## config.mk

```make
export PLATFORM = sky130hd
export DESIGN_NAME = fish_bbox_tracker_flat
export DESIGN_NICKNAME = d
export VERILOG_FILES = /design/src/rtl/fish_pkg.sv /design/src/rtl/fish_bbox_tracker_if.sv /design/src/rtl/fish_pix_xy_counter.sv /design/src/rtl/fish_bbox_tracker.sv /design/src/flat_wrapper.sv
export SDC_FILE = /design/constraint.sdc
export NUM_CORES = 1
export LEC_CHECK = 0
export BUFFER_PORTS_ARGS = -buffer_cell sky130_fd_sc_hd__buf_2
export CAP_MARGIN = 0
export CORE_AREA = 2 2 127 129
export DETAILED_ROUTE_END_ITERATION = 7
export DIE_AREA = 0 0 129 131
export GPL_TIMING_DRIVEN = 0
export PLACE_DENSITY = 0.78
export SLEW_MARGIN = 20
export SYNTH_ARGS = -nofsm -noshare
export SYNTH_HDL_FRONTEND = slang
export SYNTH_SLANG_ARGS = --single-unit
```

## constraint.sdc

```tcl
create_clock -name clk -period 3.15 [get_ports clk]
set_clock_uncertainty 0.1 [all_clocks]
set_input_delay 0.945 -clock clk [delete_from_list [all_inputs] [get_ports clk]]
set_output_delay 0.945 -clock clk [all_outputs]
set_load 0.01 [all_outputs]
```

## src/rtl/fish_pkg.sv

```systemverilog
// Shared types and constants for the fish bounding-box tracker.
package fish_pkg;

  localparam int COORD_W = 16;
  typedef logic [COORD_W-1:0] coord_t;
  localparam coord_t COORD_MAX = '1;

  localparam int AREA_W = 20;
  typedef logic [AREA_W-1:0] area_t;
  localparam area_t AREA_MAX = '1;

  typedef enum logic {
    IDLE   = 1'b0,
    ACTIVE = 1'b1
  } state_e;

  function automatic coord_t coord_min(input coord_t a, input coord_t b);
    return (a < b) ? a : b;
  endfunction

  function automatic coord_t coord_max(input coord_t a, input coord_t b);
    return (a > b) ? a : b;
  endfunction

endpackage

```

## src/rtl/fish_bbox_tracker_if.sv

```systemverilog
// Pixel-mask stream in, bounding-box result out.
interface fish_bbox_tracker_if;
  import fish_pkg::*;

  logic   pix_valid;
  logic   pix_sop;
  logic   pix_eop;
  logic   pix_fg;
  coord_t box_xn;
  coord_t box_xk;
  coord_t box_yn;
  coord_t box_yk;
  logic   box_valid;
  logic   frame_done;
  logic   frame_err;

  modport master (
    output pix_valid, pix_sop, pix_eop, pix_fg,
    input  box_xn, box_xk, box_yn, box_yk, box_valid, frame_done, frame_err
  );

  modport slave (
    input  pix_valid, pix_sop, pix_eop, pix_fg,
    output box_xn, box_xk, box_yn, box_yk, box_valid, frame_done, frame_err
  );

endinterface

```

## src/rtl/fish_pix_xy_counter.sv

```systemverilog
// Raster x/y counter: x_o/y_o are the coordinates of the beat presented this
// cycle (0,0 on sop); the registers hold the coordinates of the following beat.
module fish_pix_xy_counter
  import fish_pkg::*;
#(
  parameter int IMG_W = 640
) (
  input  logic   clk,
  input  logic   reset_n,
  input  logic   beat_i,
  input  logic   sop_i,
  output coord_t x_o,
  output coord_t y_o
);

  localparam coord_t X_LAST = coord_t'(IMG_W - 1);
  localparam coord_t ONE    = coord_t'(1);

  coord_t x_q, y_q, x_cur, y_cur, x_d, y_d;

  always_comb begin
    x_cur = sop_i ? '0 : x_q;
    y_cur = sop_i ? '0 : y_q;
    x_d   = x_q;
    y_d   = y_q;
    if (beat_i) begin
      if (x_cur == X_LAST) begin
        x_d = '0;
        y_d = (y_cur == COORD_MAX) ? y_cur : y_cur + ONE;
      end else begin
        x_d = x_cur + ONE;
        y_d = y_cur;
      end
    end
  end

  assign x_o = x_cur;
  assign y_o = y_cur;

  always_ff @(posedge clk or negedge reset_n) begin
    if (!reset_n) begin
      x_q <= '0;
      y_q <= '0;
    end else begin
      x_q <= x_d;
      y_q <= y_d;
    end
  end

endmodule

```

## src/rtl/fish_bbox_tracker.sv

```systemverilog
// Streaming min/max X/Y tracker over a binary foreground mask, latched per frame.
// Optional minimum-area qualification via FISH_BBOX_AREA_FILTER_EN.
module fish_bbox_tracker
  import fish_pkg::*;
#(
  parameter int IMG_W    = 640,
  parameter int MIN_AREA = 16
) (
  input logic               clk,
  input logic               reset_n,
  fish_bbox_tracker_if.slave bus
);

  state_e state_q;
  coord_t x, y;
  coord_t xmin_q, xmax_q, ymin_q, ymax_q;
  coord_t xmin_b, xmax_b, ymin_b, ymax_b;
  coord_t xmin_d, xmax_d, ymin_d, ymax_d;
  logic   seen_q, seen_b, seen_d;
  coord_t box_xn_q, box_xk_q, box_yn_q, box_yk_q;
  logic   box_valid_q, frame_done_q, frame_err_q;
  logic   beat, sop_b, eop_b, accept, area_ok, box_ok;

  assign beat   = bus.pix_valid;
  assign sop_b  = beat & bus.pix_sop;
  assign eop_b  = beat & bus.pix_eop;
  // Outside a frame only a sop beat is taken; everything else is dropped.
  assign accept = sop_b | (beat & (state_q == ACTIVE));

  fish_pix_xy_counter #(.IMG_W(IMG_W)) u_xy (
    .clk     (clk),
    .reset_n (reset_n),
    .beat_i  (beat),
    .sop_i   (sop_b),
    .x_o     (x),
    .y_o     (y)
  );

  always_comb begin
    xmin_b = sop_b ? COORD_MAX : xmin_q;
    xmax_b = sop_b ? '0 : xmax_q;
    ymin_b = sop_b ? COORD_MAX : ymin_q;
    ymax_b = sop_b ? '0 : ymax_q;
    seen_b = sop_b ? 1'b0 : seen_q;
    xmin_d = xmin_b;
    xmax_d = xmax_b;
    ymin_d = ymin_b;
    ymax_d = ymax_b;
    seen_d = seen_b;
    if (bus.pix_fg) begin
      xmin_d = coord_min(xmin_b, x);
      xmax_d = coord_max(xmax_b, x);
      ymin_d = coord_min(ymin_b, y);
      ymax_d = coord_max(ymax_b, y);
      seen_d = 1'b1;
    end
  end

`ifdef FISH_BBOX_AREA_FILTER_EN
  area_t area_q, area_b, area_d;

  always_comb begin
    area_b = sop_b ? '0 : area_q;
    area_d = area_b;
    if (bus.pix_fg && (area_b != AREA_MAX))
      area_d = area_b + area_t'(1);
  end

  assign area_ok = (area_d >= area_t'(MIN_AREA));

  always_ff @(posedge clk or negedge reset_n) begin
    if (!reset_n)
      area_q <= '0;
    else if (accept)
      area_q <= area_d;
  end
`else
  // Without the filter any seen pixel qualifies; MIN_AREA has no effect.
  assign area_ok = (MIN_AREA >= 0);
`endif

  assign box_ok = seen_d & area_ok;

  always_ff @(posedge clk or negedge reset_n) begin
    if (!reset_n) begin
      state_q      <= IDLE;
      xmin_q       <= COORD_MAX;
      xmax_q       <= '0;
      ymin_q       <= COORD_MAX;
      ymax_q       <= '0;
      seen_q       <= 1'b0;
      box_xn_q     <= '0;
      box_xk_q     <= '0;
      box_yn_q     <= '0;
      box_yk_q     <= '0;
      box_valid_q  <= 1'b0;
      frame_done_q <= 1'b0;
      frame_err_q  <= 1'b0;
    end else begin
      frame_done_q <= accept & eop_b;
      frame_err_q  <= sop_b & (state_q == ACTIVE);
      if (accept) begin
        xmin_q <= xmin_d;
        xmax_q <= xmax_d;
        ymin_q <= ymin_d;
        ymax_q <= ymax_d;
        seen_q <= seen_d;
        if (eop_b) begin
          state_q     <= IDLE;
          box_xn_q    <= box_ok ? xmin_d : '0;
          box_xk_q    <= box_ok ? xmax_d : '0;
          box_yn_q    <= box_ok ? ymin_d : '0;
          box_yk_q    <= box_ok ? ymax_d : '0;
          box_valid_q <= box_ok;
        end else begin
          state_q <= ACTIVE;
        end
      end
    end
  end

  assign bus.box_xn     = box_xn_q;
  assign bus.box_xk     = box_xk_q;
  assign bus.box_yn     = box_yn_q;
  assign bus.box_yk     = box_yk_q;
  assign bus.box_valid  = box_valid_q;
  assign bus.frame_done = frame_done_q;
  assign bus.frame_err  = frame_err_q;

endmodule

```

## src/flat_wrapper.sv

```systemverilog
// flat-port wrapper written by rule: the top's interface ports become plain ports
module fish_bbox_tracker_flat import fish_pkg::*;
#(
  parameter int IMG_W    = 640,
  parameter int MIN_AREA = 16
)
  (clk, reset_n, bus_pix_valid, bus_pix_sop, bus_pix_eop, bus_pix_fg, bus_box_xn, bus_box_xk, bus_box_yn, bus_box_yk, bus_box_valid, bus_frame_done, bus_frame_err);
  fish_bbox_tracker_if bus_i ();
  input logic clk;
  input logic reset_n;
  input wire logic [$bits(bus_i.pix_valid)-1:0] bus_pix_valid;
  input wire logic [$bits(bus_i.pix_sop)-1:0] bus_pix_sop;
  input wire logic [$bits(bus_i.pix_eop)-1:0] bus_pix_eop;
  input wire logic [$bits(bus_i.pix_fg)-1:0] bus_pix_fg;
  output wire logic [$bits(bus_i.box_xn)-1:0] bus_box_xn;
  output wire logic [$bits(bus_i.box_xk)-1:0] bus_box_xk;
  output wire logic [$bits(bus_i.box_yn)-1:0] bus_box_yn;
  output wire logic [$bits(bus_i.box_yk)-1:0] bus_box_yk;
  output wire logic [$bits(bus_i.box_valid)-1:0] bus_box_valid;
  output wire logic [$bits(bus_i.frame_done)-1:0] bus_frame_done;
  output wire logic [$bits(bus_i.frame_err)-1:0] bus_frame_err;
  assign bus_i.pix_valid = bus_pix_valid;
  assign bus_i.pix_sop = bus_pix_sop;
  assign bus_i.pix_eop = bus_pix_eop;
  assign bus_i.pix_fg = bus_pix_fg;
  assign bus_box_xn = bus_i.box_xn;
  assign bus_box_xk = bus_i.box_xk;
  assign bus_box_yn = bus_i.box_yn;
  assign bus_box_yk = bus_i.box_yk;
  assign bus_box_valid = bus_i.box_valid;
  assign bus_frame_done = bus_i.frame_done;
  assign bus_frame_err = bus_i.frame_err;
  fish_bbox_tracker #(.IMG_W(IMG_W), .MIN_AREA(MIN_AREA)) u_core (.clk(clk), .reset_n(reset_n), .bus(bus_i));
endmodule
```

== Yosys cells after proc, flatten, opt, wreduce, memory -nomap -nowiden ==
Index checks and enable logic that the tools add are counted.

* Register bits: 165
* Input port bits: 6
* Output and inout bits: 67
* Word-level logic and storage cells: 54

* $add $sub $neg: 2
* $lt $le $gt $ge: 4
* Equality and inequality tests: 2
* Mux-type cells: 24
* Bitwise operators: 6
* Reductions and logical operators: 1

{| class="wikitable"
|+ Operators with widths
! cell !! count
|-
| 16-bit two-way mux || 21
|-
| 16-bit by 1-bit adder with 16-bit output, second input constant || 2
|-
| 16-bit greater-than comparator || 2
|-
| 16-bit less-than comparator || 2
|-
| 16-bit by 10-bit equality test with 1-bit output, second input constant || 1
|-
| 16-bit equality test, second input constant || 1
|-
| 1-bit bitwise AND || 5
|-
| 1-bit two-way mux || 3
|-
| 2-bit AND reduction || 1
|-
| 1-bit OR || 1
|}

== Depth between registers and ports, before layout ==
Gate-level depths: netlist (run 1).

* Depth in word-level cells: 6
* Gate-level depth with buffers: 19
* Depth with buffers taken out: 11

== Hierarchy ==
A second synthesis (run 1) with hierarchy kept.

* Cells, all modules: 961
* Area, all modules: 9461.6 µm²

{| class="wikitable"
|+ By module, submodules not included
! module !! times used !! cells an instance !! area each (µm²) !! sequential area each (µm²)
|-
| fish_bbox_tracker || 1 || 728 || 7440.9 || 3368.2
|-
| fish_pix_xy_counter || 1 || 233 || 2020.7 || 800.8
|}

== Worst setup path after synthesis (run 1) ==
OpenSTA, ideal clock, no wires.

* Path type: input-to-reg
* From: in bus_pix_valid
* To: reg u_core.box_yk_q[4], in the netlist u_core.bus.box_yk[4]
* Library setup time: 0.087 ns
* Arrival: 4.122 ns
* Data required time: 2.963 ns
* Setup slack: -1.159 ns
* Cell stages on the path: 19
* Buffers on the path: 8
* Cells stage by stage: buf_2 > nand2_1 > buf_2 > buf_2 > clkbuf_1 > buf_1 > nand2_1 > inv_1 > ha_1 > a211o_1 > a21oi_1 > a31oi_1 > o32a_1 > nand2b_1 > clkbuf_1 > or2_2 > buf_2 > buf_2 > o211ai_1

* Longest elaborated chain between the ends: 6
* Elaborated cells on any way between the ends: 13
* Classes of those cells: order compare (1); mux (7); bitwise (4); reduce/logical (1)

{| class="wikitable"
|+ Ends and longest elaborated chain
! element !! line !! RTL
|-
| start, declared || flat_wrapper.sv:11 || <nowiki>input wire logic [$bits(bus_i.pix_valid)-1:0] bus_pix_valid;</nowiki>
|-
| 1-bit bitwise AND || fish_bbox_tracker.sv:25 || <nowiki>assign sop_b = beat & bus.pix_sop;</nowiki>
|-
| 16-bit two-way mux, on equally long branches || fish_bbox_tracker.sv:43, fish_pix_xy_counter.sv:23 ||
|-
| 16-bit greater-than comparator || fish_pkg.sv:22 || <nowiki>return (a > b) ? a : b;</nowiki>
|-
| 16-bit two-way mux || fish_pkg.sv:22 ||
|-
| 16-bit two-way mux || fish_bbox_tracker.sv:50 || <nowiki>if (bus.pix_fg) begin</nowiki>
|-
| 16-bit two-way mux || fish_bbox_tracker.sv:113 || <nowiki>box_yk_q <= box_ok ? ymax_d : '0;</nowiki>
|-
| end signal, assigned || fish_bbox_tracker.sv:113 ||
|-
| end, declared || fish_bbox_tracker.sv:20 || <nowiki>coord_t box_xn_q, box_xk_q, box_yn_q, box_yk_q;</nowiki>
|}

Parallel ways exist; a longest one is shown, timed or not.
A chain may end at the register's enable or synchronous reset.

== Final worst setup path (run 1) ==
Ends and elaborated chain as after synthesis.

==> impl_metrics.prom, run 1 <==
# TYPE chip_impl_metric gauge
chip_impl_metric{name="smallest_setup_slack_after_layout",unit="ns"} -0.743
chip_impl_metric{name="ctsHoldBuffers",unit=""} 0
chip_impl_metric{name="timing.slew.headroom",unit=""} 0.129
chip_impl_info{name="status",value="complete, but fails checks"} 1
chip_impl_info{name="hold_path_class",value="in -> async"} 1
chip_impl_info{name="violations_in_the_final_reports",value="negative setup slack"} 1
chip_impl_metric{name="viasPerCell",unit=""} 7.67
chip_impl_metric{name="core_region_area",unit="um2"} 15600
chip_impl_metric{name="leakage",unit="nW"} 6.43
chip_impl_metric{name="worst-path-max-fanout",unit=""} 8
chip_impl_metric{name="power.share.clock",unit=""} 0.311
chip_impl_metric{name="globalplace.congestion",unit=""} 0.922
chip_impl_metric{name="half_perimeter_wire_length_after_placement",unit="um"} 18200
chip_impl_metric{name="path_clk_slew",unit="ns"} 0.07
chip_impl_info{name="worst_path_dominant_cell_family",value="buffers and inverters"} 1
chip_impl_metric{name="synth-warning-count",unit=""} 0
chip_impl_metric{name="setup_slack_on_the_worst_flop_to_flop_path",unit="ns"} -0.19
chip_impl_metric{name="grt_first_pass_wirelength",unit="um"} 54300
chip_impl_metric{name="setup_tns",unit="ns"} -70.96
chip_impl_metric{name="worst_ep_required_time",unit="ns"} 3.42
chip_impl_info{name="rsz0062_at_grt",value="true"} 1
chip_impl_metric{name="mappedNetlistArea",unit="um2"} 9310
chip_impl_metric{name="grt_max_degree",unit=""} 97
chip_impl_metric{name="critical_path_buf_inv_count",unit=""} 9
chip_impl_metric{name="port_buffers",unit=""} 71
chip_impl_metric{name="power_density",unit="nW/um2"} 552
chip_impl_info{name="yosysTopAreaCell",value="dfrtp_1"} 1
chip_impl_metric{name="comb_power_share",unit=""} 0.342
chip_impl_metric{name="detail-route-antenna-nets",unit=""} 0
chip_impl_metric{name="multi_input_comb_area",unit="um2"} 6490
chip_impl_metric{name="drt-pass1-iter-count",unit=""} 6
chip_impl_metric{name="clock_latency",unit="ns"} 0.46
chip_impl_metric{name="power.internal",unit="mW"} 5.19
chip_impl_metric{name="netSwitchingFraction",unit=""} 0.336
chip_impl_metric{name="grt_antenna_before_repair",unit=""} 1
chip_impl_metric{name="number_of_global_route_vias_before_repair",unit=""} 9408
chip_impl_metric{name="cell_area_placed",unit="um2"} 10700
chip_impl_metric{name="count_of_state_elements_after_synthesis",unit=""} 165
chip_impl_metric{name="share_seq_of_total_power",unit=""} 0.347
chip_impl_metric{name="post_synth_num_cell_types",unit=""} 63
chip_impl_info{name="slowest_cell_on_the_critical_path",value="a31oi_1"} 1
chip_impl_metric{name="syn_avg_cell_area",unit="um2"} 9.82
chip_impl_metric{name="slowest_delay",unit="ns"} 0.37
chip_impl_info{name="synthFlopType",value="dfrtp_1"} 1
chip_impl_metric{name="net_count_final",unit=""} 1233
chip_impl_metric{name="clock_sinks",unit=""} 165
chip_impl_metric{name="setup-violations-final",unit=""} 150
chip_impl_info{name="critPathLaunchType",value="input port"} 1
chip_impl_metric{name="fillerInstances",unit=""} 529
chip_impl_metric{name="async_reset_ff_frac",unit=""} 1.00
chip_impl_metric{name="core.rowCount",unit=""} 46
chip_impl_metric{name="period_needed",unit="ns"} 3.89
chip_impl_metric{name="synth_top_cell_area_share",unit=""} 0.358
chip_impl_metric{name="wl_per_cell",unit="um"} 32.5
chip_impl_metric{name="routed-via-count",unit=""} 10700
chip_impl_metric{name="area_growth",unit="%"} 52.3
chip_impl_metric{name="pin_count",unit=""} 73
chip_impl_metric{name="remaining_drc_errors",unit=""} 0
chip_impl_metric{name="starting_drc_count_in_detailed_routing",unit=""} 1919
chip_impl_metric{name="antenna_cells_inserted",unit=""} 0
chip_impl_metric{name="netlist_instances",unit=""} 948
chip_impl_metric{name="timing.final.max_slew_violations",unit=""} 0
chip_impl_metric{name="post-place-ws",unit="ns"} -1.31
chip_impl_metric{name="cts_buffers",unit=""} 17
chip_impl_info{name="endpoint_kind",value="flip-flop"} 1
chip_impl_info{name="cts_tree",value="built"} 1
chip_impl_info{name="timing.critical_path.cells",value="buf_8, buf_8, nand2_4, buf_8, buf_12, clkbuf_16, buf_4, nand2_4, ha_4, nand4_1, o21bai_1, a31oi_1, o32a_1, nand2b_4, buf_6, buf_6, clkbuf_16, nand3_2, o211ai_1"} 1
chip_impl_metric{name="sequential_cell_area",unit="um2"} 4170
chip_impl_info{name="path_type_of_the_worst_setup_path",value="in -> reg"} 1
chip_impl_metric{name="grtUsageTotal",unit=""} 0.429
chip_impl_metric{name="chipHeight",unit="um"} 131
chip_impl_info{name="synth.top_cells.by_area",value="dfrtp_1, dfstp_2, ha_1"} 1
chip_impl_metric{name="ir_drop",unit="mV"} 0.559
chip_impl_metric{name="dp.cells",unit=""} 1236
chip_impl_metric{name="fin_worst_hold_slack",unit="ns"} 0.336
chip_impl_metric{name="p_total",unit="mW"} 7.82
chip_impl_metric{name="final_design_area_no_fill",unit="um2"} 14200
chip_impl_metric{name="layout-drive-gt1-share",unit=""} 0.483
chip_impl_metric{name="yosysSeqAreaShare",unit=""} 0.448
chip_impl_metric{name="initial_core_util",unit=""} 0.597
chip_impl_metric{name="cts.path.max_buffers",unit=""} 2
chip_impl_metric{name="layout.core_utilization",unit=""} 0.909
chip_impl_metric{name="arrival",unit="ns"} 4.16
chip_impl_metric{name="power.switching",unit="mW"} 2.63
chip_impl_metric{name="tightest_slew",unit="ns"} 1.29
chip_impl_metric{name="synth_enable_flop_cells",unit=""} 0
chip_impl_info{name="critical-path-top-cell-by-count",value="buf_8"} 1
chip_impl_metric{name="ctsHtreeMaxLevel",unit=""} 4
chip_impl_info{name="root_buffer",value="clkbuf_16"} 1
chip_impl_metric{name="finalHoldViolCount",unit=""} 0
chip_impl_metric{name="drv.max_cap_violation_count",unit=""} 0
chip_impl_metric{name="floorplan.die_area",unit="um2"} 16900
chip_impl_metric{name="chipWidth",unit="um"} 129
chip_impl_metric{name="postRouteWirelength",unit="um"} 45300
chip_impl_metric{name="timing.fmax",unit="MHz"} 257
chip_impl_metric{name="min_period_over_period",unit=""} 1.24
chip_impl_metric{name="final_cell_count_without_fillers",unit=""} 1393
chip_impl_metric{name="grt_overflow",unit=""} 0
chip_impl_metric{name="synth.net_count",unit=""} 1017
per-layer routing:
layer  up-vias  part of all wire  GRT usage
met5         -            0.0017          0
met4         2              0.10      0.237
met3       495              0.15      0.136
met2      1269              0.41      0.661
met1      5060              0.33      0.541
li1       3852                 -          -
worst paths after layout:
kind / from / to / cells after the start
setup reg to reg: u_core.u_xy.y_q[13]$_DFFE_PN0P_ / u_core.bus.box_yk[4]$_DFFE_PN0P_ / 13
hold / removal: reset_n / u_core.bus.box_xk[8]$_DFFE_PN0P_ / 1
setup / recovery: bus_pix_valid / u_core.bus.box_yk[4]$_DFFE_PN0P_ / 19
max in group asynchronous: reset_n / u_core.xmin_q[0]$_DFFE_PN1P_ / 2
hold reg to reg: u_core.bus.box_xk[1]$_DFFE_PN0P_ / u_core.bus.box_xk[1]$_DFFE_PN0P_ / 2
min in group clk: u_core.bus.box_xk[1]$_DFFE_PN0P_ / u_core.bus.box_xk[1]$_DFFE_PN0P_ / 2
layout make-up:
type | instances | area share
clock inverter | 12 | 0.0141
clock buffer | 20 | 0.0322
tap | 216 | 0.0191
buffer | 53 | 0.0433
inverter | 43 | 0.0123
sequential | 165 | 0.294
timing repair buffer | 201 | 0.127
multi-input combinational | 683 | 0.458
sequential cells by signal, summed over array words and instances, names as in the netlist:
register and cells:
u_core.bus.box_xk 16, u_core.bus.box_yk 16, u_core.bus.frame_err 1, u_core.xmin_q 16
u_core.u_xy.x_q 16, u_core.bus.box_xn 16, u_core.state_q 1, u_core.bus.box_yn 16
u_core.xmax_q 16, u_core.ymax_q 16, u_core.u_xy.y_q 16, u_core.bus.box_valid 1
u_core.bus.frame_done 1, u_core.seen_q 1, u_core.ymin_q 16
cells by family (layout without fill, tap and decap cells):
family | after synthesis | in the layout | synth area share
simple gates | 332 | 332 | 0.180
compound gates | 239 | 239 | 0.189
flops | 165 | 165 | 0.448
buf+inv | 100 | 329 | 0.0477
fa+ha+maj | 63 | 63 | 0.0847
mux | 31 | 31 | 0.0336
xor+xnor | 18 | 18 | 0.0169
synth_stat cells, drive strengths merged (7+ instances only):
cell	count
a22o	30
a221o	15
nand4	14
xnor2	13
mux2i	29
o21ai	63
inv	43
dfrtp	133
a21o	8
and2	39
or2	8
buf	28
dfstp	32
o211ai	16
a2bb2oi	32
nand3	55
a31oi	7
and3	9
a21oi	37
clkbuf	29
ha	63
nor2	29
nor3	13
nand2	119
nand2b	26
power by group through the flow:
stage	Clock [mW]	Sequential (mW)	Combinational (mW)
2_1_floorplan	0	2.68	1.04
3_3_place_gp	0	2.64	1.48
3_5_place_dp	0	2.65	1.52
4_1_cts	2.35	2.64	2.02
5_1_grt	2.49	2.72	2.73
6_report	2.43	2.71	2.67
placed cells by master (no fill, tap or decap), drive strengths merged, types with 5 or more instances in the layout:
cell type,count
and3,9
a21o,8
bufinv,5
mux2i,29
or2,8
nor3,13
a22o,30
nor2b,6
a221o,15
ha,63
inv,44
nand3,55
dfrtp,133
a21oi,37
clkinv,6
nor2,29
xor2,5
o211ai,16
o31ai,5
and2,39
nand2,119
a31oi,7
o21ai,63
a2bb2oi,32
clkbuf,50
xnor2,13
nand4,14
dfstp,32
buf,224
nand2b,26
nor4,6
repair_timing:
action                                  in CTS  in global routing
gates resized for setup                    245                131
endpoints found under the setup margin     152                152
pin swaps                                   58                 80
buffers inserted                            78                 42
cloned                                      12                  3
(Power assumes the default switching activity.)
==> run 2: changes to the inputs <==
--- a/config.mk
+++ b/config.mk
@@ -12,6 +12,7 @@
 export DIE_AREA = 0 0 129 131
 export GPL_TIMING_DRIVEN = 0
 export PLACE_DENSITY = 0.78
+export SKIP_LAST_GASP = 1
 export SLEW_MARGIN = 20
 export SYNTH_ARGS = -nofsm -noshare
 export SYNTH_HDL_FRONTEND = slang
==> constraint.sdc (replaced) <==
create_clock -name clk -period 4.4 [get_ports clk]
set_clock_uncertainty 0.1 [all_clocks]
set_input_delay 1.32 -clock clk [delete_from_list [all_inputs] [get_ports clk]]
set_output_delay 1.32 -clock clk [all_outputs]
set_load 0.01 [all_outputs]
==> run 2 against run 1 <==
The run now ends clean. Critical path depth down 2. Via count fell by 26%. Routed wire length fell by 45%. First-iteration DRC count decreased by 56%. Register-to-register slack improved by 1.3 ns. Final area decreased by 23%. Final cell count decreased by 8.3%. Largest power group unchanged.
==> impl_metrics.prom, run 2 (synthesized netlist as in run 1, its figures left out) <==
# TYPE chip_impl_metric gauge
chip_impl_metric{name="min_period_over_period",unit=""} 0.977
chip_impl_metric{name="period_needed",unit="ns"} 4.30
chip_impl_info{name="layout_commonest_cell",value="dfrtp_1"} 1
chip_impl_metric{name="grt_first_pass_wirelength",unit="um"} 39500
chip_impl_metric{name="detail-route-antenna-nets",unit=""} 0
chip_impl_metric{name="viasPerCell",unit=""} 6.19
chip_impl_metric{name="power_density",unit="nW/um2"} 412
chip_impl_metric{name="pin_count",unit=""} 73
chip_impl_metric{name="finalHoldViolCount",unit=""} 0
chip_impl_info{name="critical_path.reg2reg.endpoint",value="u_core.bus.box_yk[6]$_DFFE_PN0P_"} 1
chip_impl_metric{name="layout-drive-gt1-share",unit=""} 0.218
chip_impl_info{name="hold_path_class",value="reg -> reg"} 1
chip_impl_metric{name="layout.core_utilization",unit=""} 0.700
chip_impl_metric{name="tightest_slew",unit="ns"} 1.01
chip_impl_metric{name="setup_slack_on_the_worst_flop_to_flop_path",unit="ns"} 1.13
chip_impl_info{name="root_buffer",value="clkbuf_16"} 1
chip_impl_metric{name="antenna_cells_inserted",unit=""} 0
chip_impl_metric{name="floorplan.die_area",unit="um2"} 16900
chip_impl_metric{name="net_count_final",unit=""} 1118
chip_impl_metric{name="worst-path-max-fanout",unit=""} 10
chip_impl_metric{name="port_buffers",unit=""} 71
chip_impl_metric{name="setup-violations-final",unit=""} 0
chip_impl_metric{name="chipWidth",unit="um"} 129
chip_impl_info{name="cts_tree",value="built"} 1
chip_impl_metric{name="drt-pass1-iter-count",unit=""} 6
chip_impl_metric{name="clock_latency",unit="ns"} 0.43
chip_impl_metric{name="globalplace.congestion",unit=""} 0.939
chip_impl_metric{name="number_of_global_route_vias_before_repair",unit=""} 7495
chip_impl_metric{name="fin_worst_hold_slack",unit="ns"} 0.371
chip_impl_metric{name="holdPathStages",unit=""} 2
chip_impl_metric{name="p_total",unit="mW"} 4.50
chip_impl_metric{name="clock_sinks",unit=""} 165
chip_impl_metric{name="timing.slew.headroom",unit=""} 0.321
chip_impl_metric{name="postRouteWirelength",unit="um"} 25000
chip_impl_metric{name="sequential_cell_area",unit="um2"} 4170
chip_impl_metric{name="drv.max_cap_violation_count",unit=""} 0
chip_impl_metric{name="timing.final.max_slew_violations",unit=""} 0
chip_impl_metric{name="wl_per_cell",unit="um"} 19.5
chip_impl_metric{name="reg2regPathDepth",unit=""} 13
chip_impl_metric{name="leakage",unit="nW"} 5.22
chip_impl_metric{name="routed-via-count",unit=""} 7917
chip_impl_metric{name="fillerInstances",unit=""} 1131
chip_impl_metric{name="starting_drc_count_in_detailed_routing",unit=""} 846
chip_impl_info{name="critical_path.reg2reg.startpoint",value="u_core.u_xy.y_q[5]$_DFFE_PN0P_"} 1
chip_impl_metric{name="arrival",unit="ns"} 4.54
chip_impl_info{name="path_type_of_the_worst_setup_path",value="in -> reg"} 1
chip_impl_metric{name="remaining_drc_errors",unit=""} 0
chip_impl_metric{name="timing.fmax",unit="MHz"} 233
chip_impl_metric{name="initial_core_util",unit=""} 0.597
chip_impl_info{name="min-delay-start",value="u_core.bus.box_xk[1]$_DFFE_PN0P_"} 1
chip_impl_metric{name="cts_buffers",unit=""} 17
chip_impl_metric{name="chipHeight",unit="um"} 131
chip_impl_metric{name="grt_max_degree",unit=""} 101
chip_impl_metric{name="ctsHtreeMaxLevel",unit=""} 4
chip_impl_metric{name="area_growth",unit="%"} 17.4
chip_impl_metric{name="grt_antenna_before_repair",unit=""} 0
chip_impl_info{name="endpoint_kind",value="flip-flop"} 1
chip_impl_metric{name="core.rowCount",unit=""} 46
chip_impl_metric{name="worst_ep_required_time",unit="ns"} 4.64
chip_impl_metric{name="grt_overflow",unit=""} 0
chip_impl_metric{name="half_perimeter_wire_length_after_placement",unit="um"} 17400
chip_impl_metric{name="core_region_area",unit="um2"} 15600
chip_impl_info{name="layout_common_cells",value="dfrtp_1, nand2_1, buf_2, ha_1, o21ai_0"} 1
chip_impl_metric{name="multi_input_comb_area",unit="um2"} 4860
chip_impl_info{name="timing.hold.worst_endpoint",value="u_core.bus.box_xk[1]$_DFFE_PN0P_"} 1
chip_impl_info{name="status",value="finished clean"} 1
chip_impl_metric{name="cts.path.max_buffers",unit=""} 2
chip_impl_metric{name="grtUsageTotal",unit=""} 0.304
chip_impl_info{name="critPathLaunchType",value="input port"} 1
chip_impl_metric{name="ir_drop",unit="mV"} 0.297
chip_impl_metric{name="path_clk_slew",unit="ns"} 0.06
run 2: changes by cell type in the layout (fill, tap and decap cells not counted), moves of 27 or more:
cell and delta:
o21ai_0 +43, ha_1 +39, buf_6 -39, o21ai_1 -31, ha_4 -39, buf_4 -55
nand3_1 +27
run 2: timing repair:
item | 4_1_cts | 5_1_grt
setup buffers | 0 | 12
hold buffers | 0 | 0
endpoints found under the hold margin | 0 | 0
resized for setup | 32 | 31
pin swaps | 0 | 4
setup endpoints to repair | 117 | 70
run 2: routing by layer:
metal / vias to the layer above / track usage / part of all wire
li1: 3612 / - / -
met1: 3909 / 0.429 / 0.45
met2: 337 / 0.465 / 0.46
met3: 59 / 0.0627 / 0.071
met4: 0 / 0.114 / 0.021
met5: - / 0 / 0
run 2: critical path, stage by stage:
cell and delay [ns]:
clkbuf_4 0.15, buf_6 0.14, nand2_1 0.12, buf_12 0.15
buf_8 0.15, buf_12 0.17, nand2_2 0.18, ha_4 0.33
and4_4 0.22, nand2_1 0.06, o32a_1 0.38, nand2b_1 0.15
buf_2 0.17, or2_2 0.27, buf_2 0.17, clkbuf_4 0.19
o211ai_1 0.20
run 2: worst max path at each step:
stage,startpoint,endpoint,slack (ns),cells past startpoint
CTS,bus_pix_valid,u_core.bus.box_yk[14]$_DFFE_PN0P_,0.03,17
detailed placement,bus_pix_valid,u_core.bus.box_xk[13]$_DFFE_PN0P_,-1.13,17
floorplan,bus_pix_valid,u_core.bus.box_yk[4]$_DFFE_PN0P_,0.03,18
global placement,bus_pix_valid,u_core.bus.box_xk[14]$_DFFE_PN0P_,-1.07,17
finish,bus_pix_valid,u_core.bus.box_yk[6]$_DFFE_PN0P_,0.1,17
global route,bus_pix_valid,u_core.bus.box_xk[13]$_DFFE_PN0P_,-0.03,16
run 2: power by group:
| part | internal, mW | switching (mW) | leakage, nW | total (mW) |
|---|---|---|---|---|
| Clock | 0.940 | 0.637 | 0.296 | 1.58 |
| Sequential | 1.77 | 0.116 | 2.15 | 1.88 |
| Combinational | 0.467 | 0.571 | 2.77 | 1.04 |
| Total | 3.17 | 1.32 | 5.22 | 4.50 |
run 2: area by class of cell:
class,instances,share of cell area
Timing Repair Buffer,84,0.0445
Tap cell,216,0.0247
Inverter,43,0.0148
Clock inverter,11,0.0136
Clock buffer,21,0.0431
Sequential cell,165,0.382
Buffer,55,0.0328
Multi-Input combinational cell,683,0.445
run 2: metrics by stage:
step / setup slack [ns] / TNS (ns) / cell area [um2] / std cells
floorplan: 0.0289 / 0 / 9330 / 948
global placement: -1.07 / -163.79 / 9960 / 1235
detailed placement: -1.13 / -93.73 / 10000 / 1236
CTS: 0.0254 / 0 / 10700 / 1266
global route: -0.0326 / -0.256 / 10900 / 1278
finish: 0.0993 / 0 / 10900 / 1278
